<file path="config.mk">
export PLATFORM = sky130hd
export DESIGN_NAME = cdb_arb_flat
export DESIGN_NICKNAME = d
export VERILOG_FILES = /design/src/rtl/cdb_arb_if.sv /design/src/rtl/cdb_arb.sv /design/src/flat_wrapper.sv
export SDC_FILE = /design/constraint.sdc
export NUM_CORES = 1
export LEC_CHECK = 0
export BUFFER_PORTS_ARGS = -buffer_cell sky130_fd_sc_hd__buf_2
export CAP_MARGIN = 30
export CELL_PAD_IN_SITES_DETAIL_PLACEMENT = 0
export CELL_PAD_IN_SITES_GLOBAL_PLACEMENT = 1
export CORE_MARGIN = 3
export CORE_UTILIZATION = 46
export DETAILED_ROUTE_END_ITERATION = 10
export PLACE_DENSITY_LB_ADDON = 0.12
export SYNTH_ARGS = -nofsm -noshare
export SYNTH_HDL_FRONTEND = slang
export SYNTH_SLANG_ARGS = --single-unit
</file>
<file path="constraint.sdc">
create_clock -name clk -period 15.22 [get_ports clk]
set_input_delay 1.522 -clock clk [delete_from_list [all_inputs] [get_ports clk]]
set_output_delay 1.522 -clock clk [all_outputs]
set_load 0.02 [all_outputs]
</file>
<file path="src/rtl/cdb_arb_if.sv">
// Completion bus between the functional units and the CDB arbiter.
// master: functional-unit side (drives completions and flush)
// slave:  arbiter side (drives stalls, CDB broadcast and overflow flag)
// Tag and ROB index widths come from `PRF_IDX_W / `ROB_IDX_W.

`ifndef PRF_IDX_W
`define PRF_IDX_W 6
`endif
`ifndef ROB_IDX_W
`define ROB_IDX_W 5
`endif
`ifndef ZERO_REG
`define ZERO_REG {`PRF_IDX_W{1'b0}}
`endif

interface cdb_arb_if #(
  parameter int DATA_W = 64
);
  logic                  flush_i;
  logic                  alu_done_i;
  logic [`PRF_IDX_W-1:0] alu_tag_i;
  logic [DATA_W-1:0]     alu_value_i;
  logic [`ROB_IDX_W-1:0] alu_rob_idx_i;
  logic                  mult_done_i;
  logic [`PRF_IDX_W-1:0] mult_tag_i;
  logic [DATA_W-1:0]     mult_value_i;
  logic [`ROB_IDX_W-1:0] mult_rob_idx_i;
  logic                  alu_stall_o;
  logic                  mult_stall_o;
  logic                  cdb_vld_o;
  logic [`PRF_IDX_W-1:0] cdb_tag_o;
  logic [DATA_W-1:0]     cdb_value_o;
  logic [`ROB_IDX_W-1:0] cdb_rob_idx_o;
  logic                  ovf_err_o;

  modport master (
    output flush_i,
    output alu_done_i, alu_tag_i, alu_value_i, alu_rob_idx_i,
    output mult_done_i, mult_tag_i, mult_value_i, mult_rob_idx_i,
    input  alu_stall_o, mult_stall_o,
    input  cdb_vld_o, cdb_tag_o, cdb_value_o, cdb_rob_idx_o,
    input  ovf_err_o
  );

  modport slave (
    input  flush_i,
    input  alu_done_i, alu_tag_i, alu_value_i, alu_rob_idx_i,
    input  mult_done_i, mult_tag_i, mult_value_i, mult_rob_idx_i,
    output alu_stall_o, mult_stall_o,
    output cdb_vld_o, cdb_tag_o, cdb_value_o, cdb_rob_idx_o,
    output ovf_err_o
  );
endinterface

</file>
<file path="src/rtl/cdb_arb.sv">
// cdb_arb: completion arbiter feeding the CDB, PRF write port and ROB done port.
// Each source (ALU = 0, multiplier = 1) has its own circular queue; one result
// per cycle is granted round-robin and registered onto the broadcast outputs.
// Optional feature macro: CDB_ARB_BYPASS_EN lets a completion arriving at an
// empty queue compete in the same cycle (1-cycle latency instead of 2).

`ifndef PRF_IDX_W
`define PRF_IDX_W 6
`endif
`ifndef ROB_IDX_W
`define ROB_IDX_W 5
`endif
`ifndef ZERO_REG
`define ZERO_REG {`PRF_IDX_W{1'b0}}
`endif

module cdb_arb #(
  parameter int QDEPTH = 4,
  parameter int DATA_W = 64
) (
  input  logic      clk,
  input  logic      rst,
  cdb_arb_if.slave  bus
);
  localparam int IDX_W = $clog2(QDEPTH);
  localparam int PTR_W = IDX_W + 1;
  localparam int TAG_W = `PRF_IDX_W;
  localparam int ROB_W = `ROB_IDX_W;

  typedef enum logic {SRC_ALU = 1'b0, SRC_MULT = 1'b1} src_e;

  typedef struct packed {
    logic [TAG_W-1:0]  tag;
    logic [DATA_W-1:0] value;
    logic [ROB_W-1:0]  rob;
  } entry_t;

  entry_t           mem     [2][QDEPTH];
  logic [PTR_W-1:0] rd_ptr  [2];
  logic [PTR_W-1:0] wr_ptr  [2];
  logic [PTR_W-1:0] count   [2];
  entry_t           in_ent  [2];
  entry_t           cand    [2];
  entry_t           win_ent;
  logic [1:0]       done;
  logic [1:0]       empty;
  logic [1:0]       full;
  logic [1:0]       cand_vld;
  logic [1:0]       granted;
  logic [1:0]       pop;
  logic [1:0]       push;
  logic [1:0]       drop;
  logic             grant;
  src_e             winner;
  src_e             rr_last;

  // Per-source queue status and arbitration candidates (queue head first, so
  // results from one source always leave in order)
  always_comb begin
    done      = {bus.mult_done_i, bus.alu_done_i};
    in_ent[0] = {bus.alu_tag_i, bus.alu_value_i, bus.alu_rob_idx_i};
    in_ent[1] = {bus.mult_tag_i, bus.mult_value_i, bus.mult_rob_idx_i};
    for (int s = 0; s < 2; s++) begin
      count[s] = wr_ptr[s] - rd_ptr[s];
      empty[s] = (count[s] == '0);
      full[s]  = (count[s] == PTR_W'(QDEPTH));
`ifdef CDB_ARB_BYPASS_EN
      cand_vld[s] = !empty[s] || done[s];
      cand[s]     = empty[s] ? in_ent[s] : mem[s][rd_ptr[s][IDX_W-1:0]];
`else
      cand_vld[s] = !empty[s];
      cand[s]     = mem[s][rd_ptr[s][IDX_W-1:0]];
`endif
    end
  end

  // Round-robin grant: on contention the source that did not win last time goes;
  // flush suppresses any grant so nothing stale reaches the CDB
  always_comb begin
    grant  = !bus.flush_i && (|cand_vld);
    winner = SRC_ALU;
    if (&cand_vld)
      winner = (rr_last == SRC_ALU) ? SRC_MULT : SRC_ALU;
    else if (cand_vld[1])
      winner = SRC_MULT;
    win_ent    = (winner == SRC_MULT) ? cand[1] : cand[0];
    granted[0] = grant && (winner == SRC_ALU);
    granted[1] = grant && (winner == SRC_MULT);
  end

  // Queue update decisions: a bypass-granted done is never also queued, and a
  // done at a full queue is only accepted when the head leaves the same cycle
  always_comb begin
    for (int s = 0; s < 2; s++) begin
      pop[s]  = granted[s] && !empty[s];
      push[s] = !bus.flush_i && done[s] && !(granted[s] && empty[s]) &&
                (!full[s] || pop[s]);
      drop[s] = !bus.flush_i && done[s] && full[s] && !pop[s];
    end
  end

  // Queue pointers; flush returns both queues to empty
  always_ff @(posedge clk or posedge rst) begin
    if (rst) begin
      for (int s = 0; s < 2; s++) begin
        rd_ptr[s] <= '0;
        wr_ptr[s] <= '0;
      end
    end else if (bus.flush_i) begin
      for (int s = 0; s < 2; s++) begin
        rd_ptr[s] <= '0;
        wr_ptr[s] <= '0;
      end
    end else begin
      for (int s = 0; s < 2; s++) begin
        if (pop[s])
          rd_ptr[s] <= rd_ptr[s] + PTR_W'(1);
        if (push[s])
          wr_ptr[s] <= wr_ptr[s] + PTR_W'(1);
      end
    end
  end

  // Queue storage; contents need no reset because the pointers gate validity
  always_ff @(posedge clk) begin
    for (int s = 0; s < 2; s++) begin
      if (push[s])
        mem[s][wr_ptr[s][IDX_W-1:0]] <= in_ent[s];
    end
  end

  // Registered broadcast, round-robin history and sticky overflow flag
  always_ff @(posedge clk or posedge rst) begin
    if (rst) begin
      bus.cdb_vld_o     <= 1'b0;
      bus.cdb_tag_o     <= `ZERO_REG;
      bus.cdb_value_o   <= '0;
      bus.cdb_rob_idx_o <= '0;
      bus.ovf_err_o     <= 1'b0;
      rr_last           <= SRC_ALU;
    end else begin
      bus.ovf_err_o <= bus.ovf_err_o | (|drop);
      if (grant) begin
        bus.cdb_vld_o     <= 1'b1;
        bus.cdb_tag_o     <= win_ent.tag;
        bus.cdb_value_o   <= win_ent.value;
        bus.cdb_rob_idx_o <= win_ent.rob;
        rr_last           <= winner;
      end else begin
        bus.cdb_vld_o     <= 1'b0;
        bus.cdb_tag_o     <= `ZERO_REG;
        bus.cdb_value_o   <= '0;
        bus.cdb_rob_idx_o <= '0;
      end
    end
  end

  assign bus.alu_stall_o  = full[0];
  assign bus.mult_stall_o = full[1];

endmodule

</file>
<file path="src/flat_wrapper.sv">
// flat-port wrapper written by rule: the top's interface ports become plain ports
module cdb_arb_flat 
#(
  parameter int QDEPTH = 4,
  parameter int DATA_W = 64
)
  (clk, rst, bus_flush_i, bus_alu_done_i, bus_alu_tag_i, bus_alu_value_i, bus_alu_rob_idx_i, bus_mult_done_i, bus_mult_tag_i, bus_mult_value_i, bus_mult_rob_idx_i, bus_alu_stall_o, bus_mult_stall_o, bus_cdb_vld_o, bus_cdb_tag_o, bus_cdb_value_o, bus_cdb_rob_idx_o, bus_ovf_err_o);
  cdb_arb_if #(.DATA_W(DATA_W)) bus_i ();
  input  logic clk;
  input  logic rst;
  input wire logic [$bits(bus_i.flush_i)-1:0] bus_flush_i;
  input wire logic [$bits(bus_i.alu_done_i)-1:0] bus_alu_done_i;
  input wire logic [$bits(bus_i.alu_tag_i)-1:0] bus_alu_tag_i;
  input wire logic [$bits(bus_i.alu_value_i)-1:0] bus_alu_value_i;
  input wire logic [$bits(bus_i.alu_rob_idx_i)-1:0] bus_alu_rob_idx_i;
  input wire logic [$bits(bus_i.mult_done_i)-1:0] bus_mult_done_i;
  input wire logic [$bits(bus_i.mult_tag_i)-1:0] bus_mult_tag_i;
  input wire logic [$bits(bus_i.mult_value_i)-1:0] bus_mult_value_i;
  input wire logic [$bits(bus_i.mult_rob_idx_i)-1:0] bus_mult_rob_idx_i;
  output wire logic [$bits(bus_i.alu_stall_o)-1:0] bus_alu_stall_o;
  output wire logic [$bits(bus_i.mult_stall_o)-1:0] bus_mult_stall_o;
  output wire logic [$bits(bus_i.cdb_vld_o)-1:0] bus_cdb_vld_o;
  output wire logic [$bits(bus_i.cdb_tag_o)-1:0] bus_cdb_tag_o;
  output wire logic [$bits(bus_i.cdb_value_o)-1:0] bus_cdb_value_o;
  output wire logic [$bits(bus_i.cdb_rob_idx_o)-1:0] bus_cdb_rob_idx_o;
  output wire logic [$bits(bus_i.ovf_err_o)-1:0] bus_ovf_err_o;
  assign bus_i.flush_i = bus_flush_i;
  assign bus_i.alu_done_i = bus_alu_done_i;
  assign bus_i.alu_tag_i = bus_alu_tag_i;
  assign bus_i.alu_value_i = bus_alu_value_i;
  assign bus_i.alu_rob_idx_i = bus_alu_rob_idx_i;
  assign bus_i.mult_done_i = bus_mult_done_i;
  assign bus_i.mult_tag_i = bus_mult_tag_i;
  assign bus_i.mult_value_i = bus_mult_value_i;
  assign bus_i.mult_rob_idx_i = bus_mult_rob_idx_i;
  assign bus_alu_stall_o = bus_i.alu_stall_o;
  assign bus_mult_stall_o = bus_i.mult_stall_o;
  assign bus_cdb_vld_o = bus_i.cdb_vld_o;
  assign bus_cdb_tag_o = bus_i.cdb_tag_o;
  assign bus_cdb_value_o = bus_i.cdb_value_o;
  assign bus_cdb_rob_idx_o = bus_i.cdb_rob_idx_o;
  assign bus_ovf_err_o = bus_i.ovf_err_o;
  cdb_arb #(.QDEPTH(QDEPTH), .DATA_W(DATA_W)) u_core (.clk(clk), .rst(rst), .bus(bus_i));
endmodule
</file>
==> impl_metrics.tcl <==
set metrics [dict create \
    fillCellCount 4136 \
    grt_util_met3 0.0411 \
    htreeDepth 3 \
    io_buffers 233 \
    maxCapViolCount 0 \
    synth_edf_count 600 \
    crit_arrival_ns 2.63 \
    die-area_um2 57900 \
    end_kind "primary output" \
    drtIter0Drc 833 \
    remaining_drc_errors 0 \
    rsz0062_at_grt "no" \
    wl_per_cell_um 26.3 \
    cp_slowest_cell "dfrtp_4" \
    grt_pass1_vias 12200 \
    yosysWarnings 0 \
    finalWorstSetupSlack_ns 11.07 \
    grt_overflow 0 \
    syn_inst 1071 \
    setup_viol 0 \
    ys_ff_latch 690 \
    cp_max_fo 42 \
    ys_async_sr_fraction 0.130 \
    antenna_found_initial 8 \
    nNetsFinal 1511 \
    seq_area_um2 20300 \
    whs_ns 0.556 \
    peakVddDrop_uv 106 \
    syn2layout_area_growth_pct 16.7 \
    clockRootBuffer "clkbuf_16" \
    max_stage_delay_ns 1.01 \
    gp_congestion 0.732 \
    crit_buf_inv 1 \
    hpwl_mm 32.5 \
    final_cell_mix "edfxtp_1 (600), buf_2 (233), mux4_2 (150), dfrtp_1 (86)" \
    synth_area_per_cell_um2 23.6 \
    grt_busiest_layer "met2" \
    mostFrequentLayoutCell "edfxtp_1" \
    io_pins 234 \
    start_kind "flip-flop" \
    cts_tree "done" \
    finalMaxSlewViolations 0 \
    viasPerCell 5.56 \
    track_usage 0.194 \
    clk_latency_ns 0.60 \
    use_met1 0.282 \
    finalHoldViolCount 0 \
    synthDistinctLibCells 36 \
    vias 11700 \
    grt_pass1_wl_mm 81.1 \
    die_y_um 241 \
    path_cells "ha_1 -> nor2b_1 -> xnor2_2 -> nor2_1 -> buf_2" \
    cp_top_family "flip-flops" \
    start_util 0.468 \
    fmax_mhz 241 \
    crit_required_ns 13.70 \
    p_total_mw 4.96 \
    slew_headroom 0.339 \
    finalClockSkew_ns 0.0179 \
    multi_input_area_um2 4770 \
    fin_crit_ns 4.15 \
    tightest_slew_ns 0.992 \
    synthesis.area_um2 25300 \
    syn-num-nets 1240 \
    cts_resized 0 \
    drtPass1Iterations 5 \
    dp.cells 1963 \
    post-place-ws_ns 11.21 \
    grtUsageMet2 0.301 \
    drt-total-wl_mm 55.1 \
    ant_nets 0 \
    period_share 0.273 \
    status "completed" \
    clkTransAtPathRegs_ns 0.06 \
    postCtsSetupRepairBufs 0 \
    critPathKind "reg2out" \
    cts-buffers-inserted 72 \
    hold_path.class "reg2reg" \
    ys.flop_type "edfxtp_1" \
    final_cell_count_no_fill 2097 \
    clk_path_buf_depth 3 \
    clock-sinks 690 \
    finalSetupTns_ns 0 \
    die_w_um 241 \
    grt_max_degree 59 \
    holdBufCountCts 0 \
    rows 85 \
    p_per_area_nw_per_um2 168 \
    p_leak_nw 10.2 \
    coreArea_um2 54100 \
    ys_seq_area_frac 0.800 \
    drive_gt1_frac 0.376 \
    worst-r2r-setup-slack_ns 11.29 \
]
[power by group]
group	switching [mW]	total, mW	internal [mW]
combinational	0.538	0.986	0.448
clock	0.696	1.67	0.972
sequential	0.110	2.31	2.20
total	1.34	4.96	3.62
[worst register-to-register path, cell delays in order, from the launching register on]
cell and delay [ns]:
dfrtp_4 1.01, ha_1 0.29, nor2b_1 0.20, xnor2_2 0.18, and2_1 0.27, nor3_4 0.77
buf_4 0.82, a22o_1 0.32
[path summary, 6_finish.rpt]
check,startpoint,end,cells past startpoint
worst max-delay path,u_core.rd_ptr[3]$_DFFE_PP0P_,bus_alu_stall_o,5
worst min-delay path,u_core.bus.ovf_err_o$_DFF_PP0_,u_core.bus.ovf_err_o$_DFF_PP0_,2
worst max register to register,u_core.rd_ptr[3]$_DFFE_PP0P_,u_core.bus.cdb_rob_idx_o[0]$_DFF_PP0_,7
worst min register to register,u_core.bus.ovf_err_o$_DFF_PP0_,u_core.bus.ovf_err_o$_DFF_PP0_,2
max in group asynchronous,rst,u_core.rd_ptr[1]$_DFFE_PP0P_,3
min in group asynchronous,rst,u_core.bus.cdb_value_o[28]$_DFF_PP0_,2
[layer usage]
| metal | up-vias | share of wire |
|---|---|---|
| met3 | 75 | 0.057 |
| met4 | 8 | 0.020 |
| met1 | 6222 | 0.44 |
| met2 | 313 | 0.48 |
| li1 | 5046 | - |
| met5 | - | 0.00083 |
[cell type report]
class | count | area share
multi-input combinational | 313 | 0.162
antenna | 1 | 0.0000847
timing repair buffer | 252 | 0.0450
inverter | 13 | 0.00174
clock inverter | 25 | 0.00631
sequential | 690 | 0.686
tap | 696 | 0.0295
clock buffer | 107 | 0.0696
[through the flow]
stage / area, um^2 / util
2_1_floorplan: 25300 / -
3_3_place_gp: 27300 / 0.504
3_5_place_dp: 27300 / 0.504
4_1_cts: 29500 / 0.545
5_1_grt: 29600 / 0.546
6_report: 29600 / 0.546
[cell usage after synthesis, types with 3 or more instances]
library cell / count / area, um^2
dfrtp_1: 90 / 2250
buf_2: 14 / 70.1
or3_1: 3 / 18.8
and2_1: 10 / 62.6
ha_1: 14 / 175
clkbuf_1: 33 / 124
nand2_1: 5 / 18.8
buf_4: 3 / 22.5
a21oi_1: 10 / 50.1
edfxtp_1: 600 / 18000
o21ai_0: 6 / 30.0
inv_1: 13 / 48.8
mux4_2: 150 / 3380
nor2_1: 7 / 26.3
a22o_1: 75 / 657
buf_6: 4 / 45.0
mux2_2: 3 / 33.8
nor2b_1: 5 / 31.3
[registers in the layout (all words and copies together), names as in the netlist, 5 cells and up]
| signal | cells |
|---|---|
| u_core.rd_ptr | 6 |
| u_core.bus.cdb_rob_idx_o | 5 |
| u_core.mem | 600 |
| u_core.wr_ptr | 6 |
| u_core.bus.cdb_value_o | 64 |
| u_core.bus.cdb_tag_o | 6 |
[logic make-up (layout without fill, tap and decap cells)]
| logic type | count (synthesis) | after routing | share of synthesized area |
|---|---|---|---|
| buffers and inverters | 68 | 397 | 0.0124 |
| AOI/OAI and AO/OA | 99 | 99 | 0.0332 |
| adders and majority gates | 14 | 14 | 0.00692 |
| muxes | 154 | 154 | 0.135 |
| DFF | 690 | 690 | 0.800 |
| other | 0 | 1 | 0 |
| and+or+nand+nor | 42 | 42 | 0.0100 |
| xor gates and xnor gates | 4 | 4 | 0.00198 |
Power figures use the tool's default switching activity.
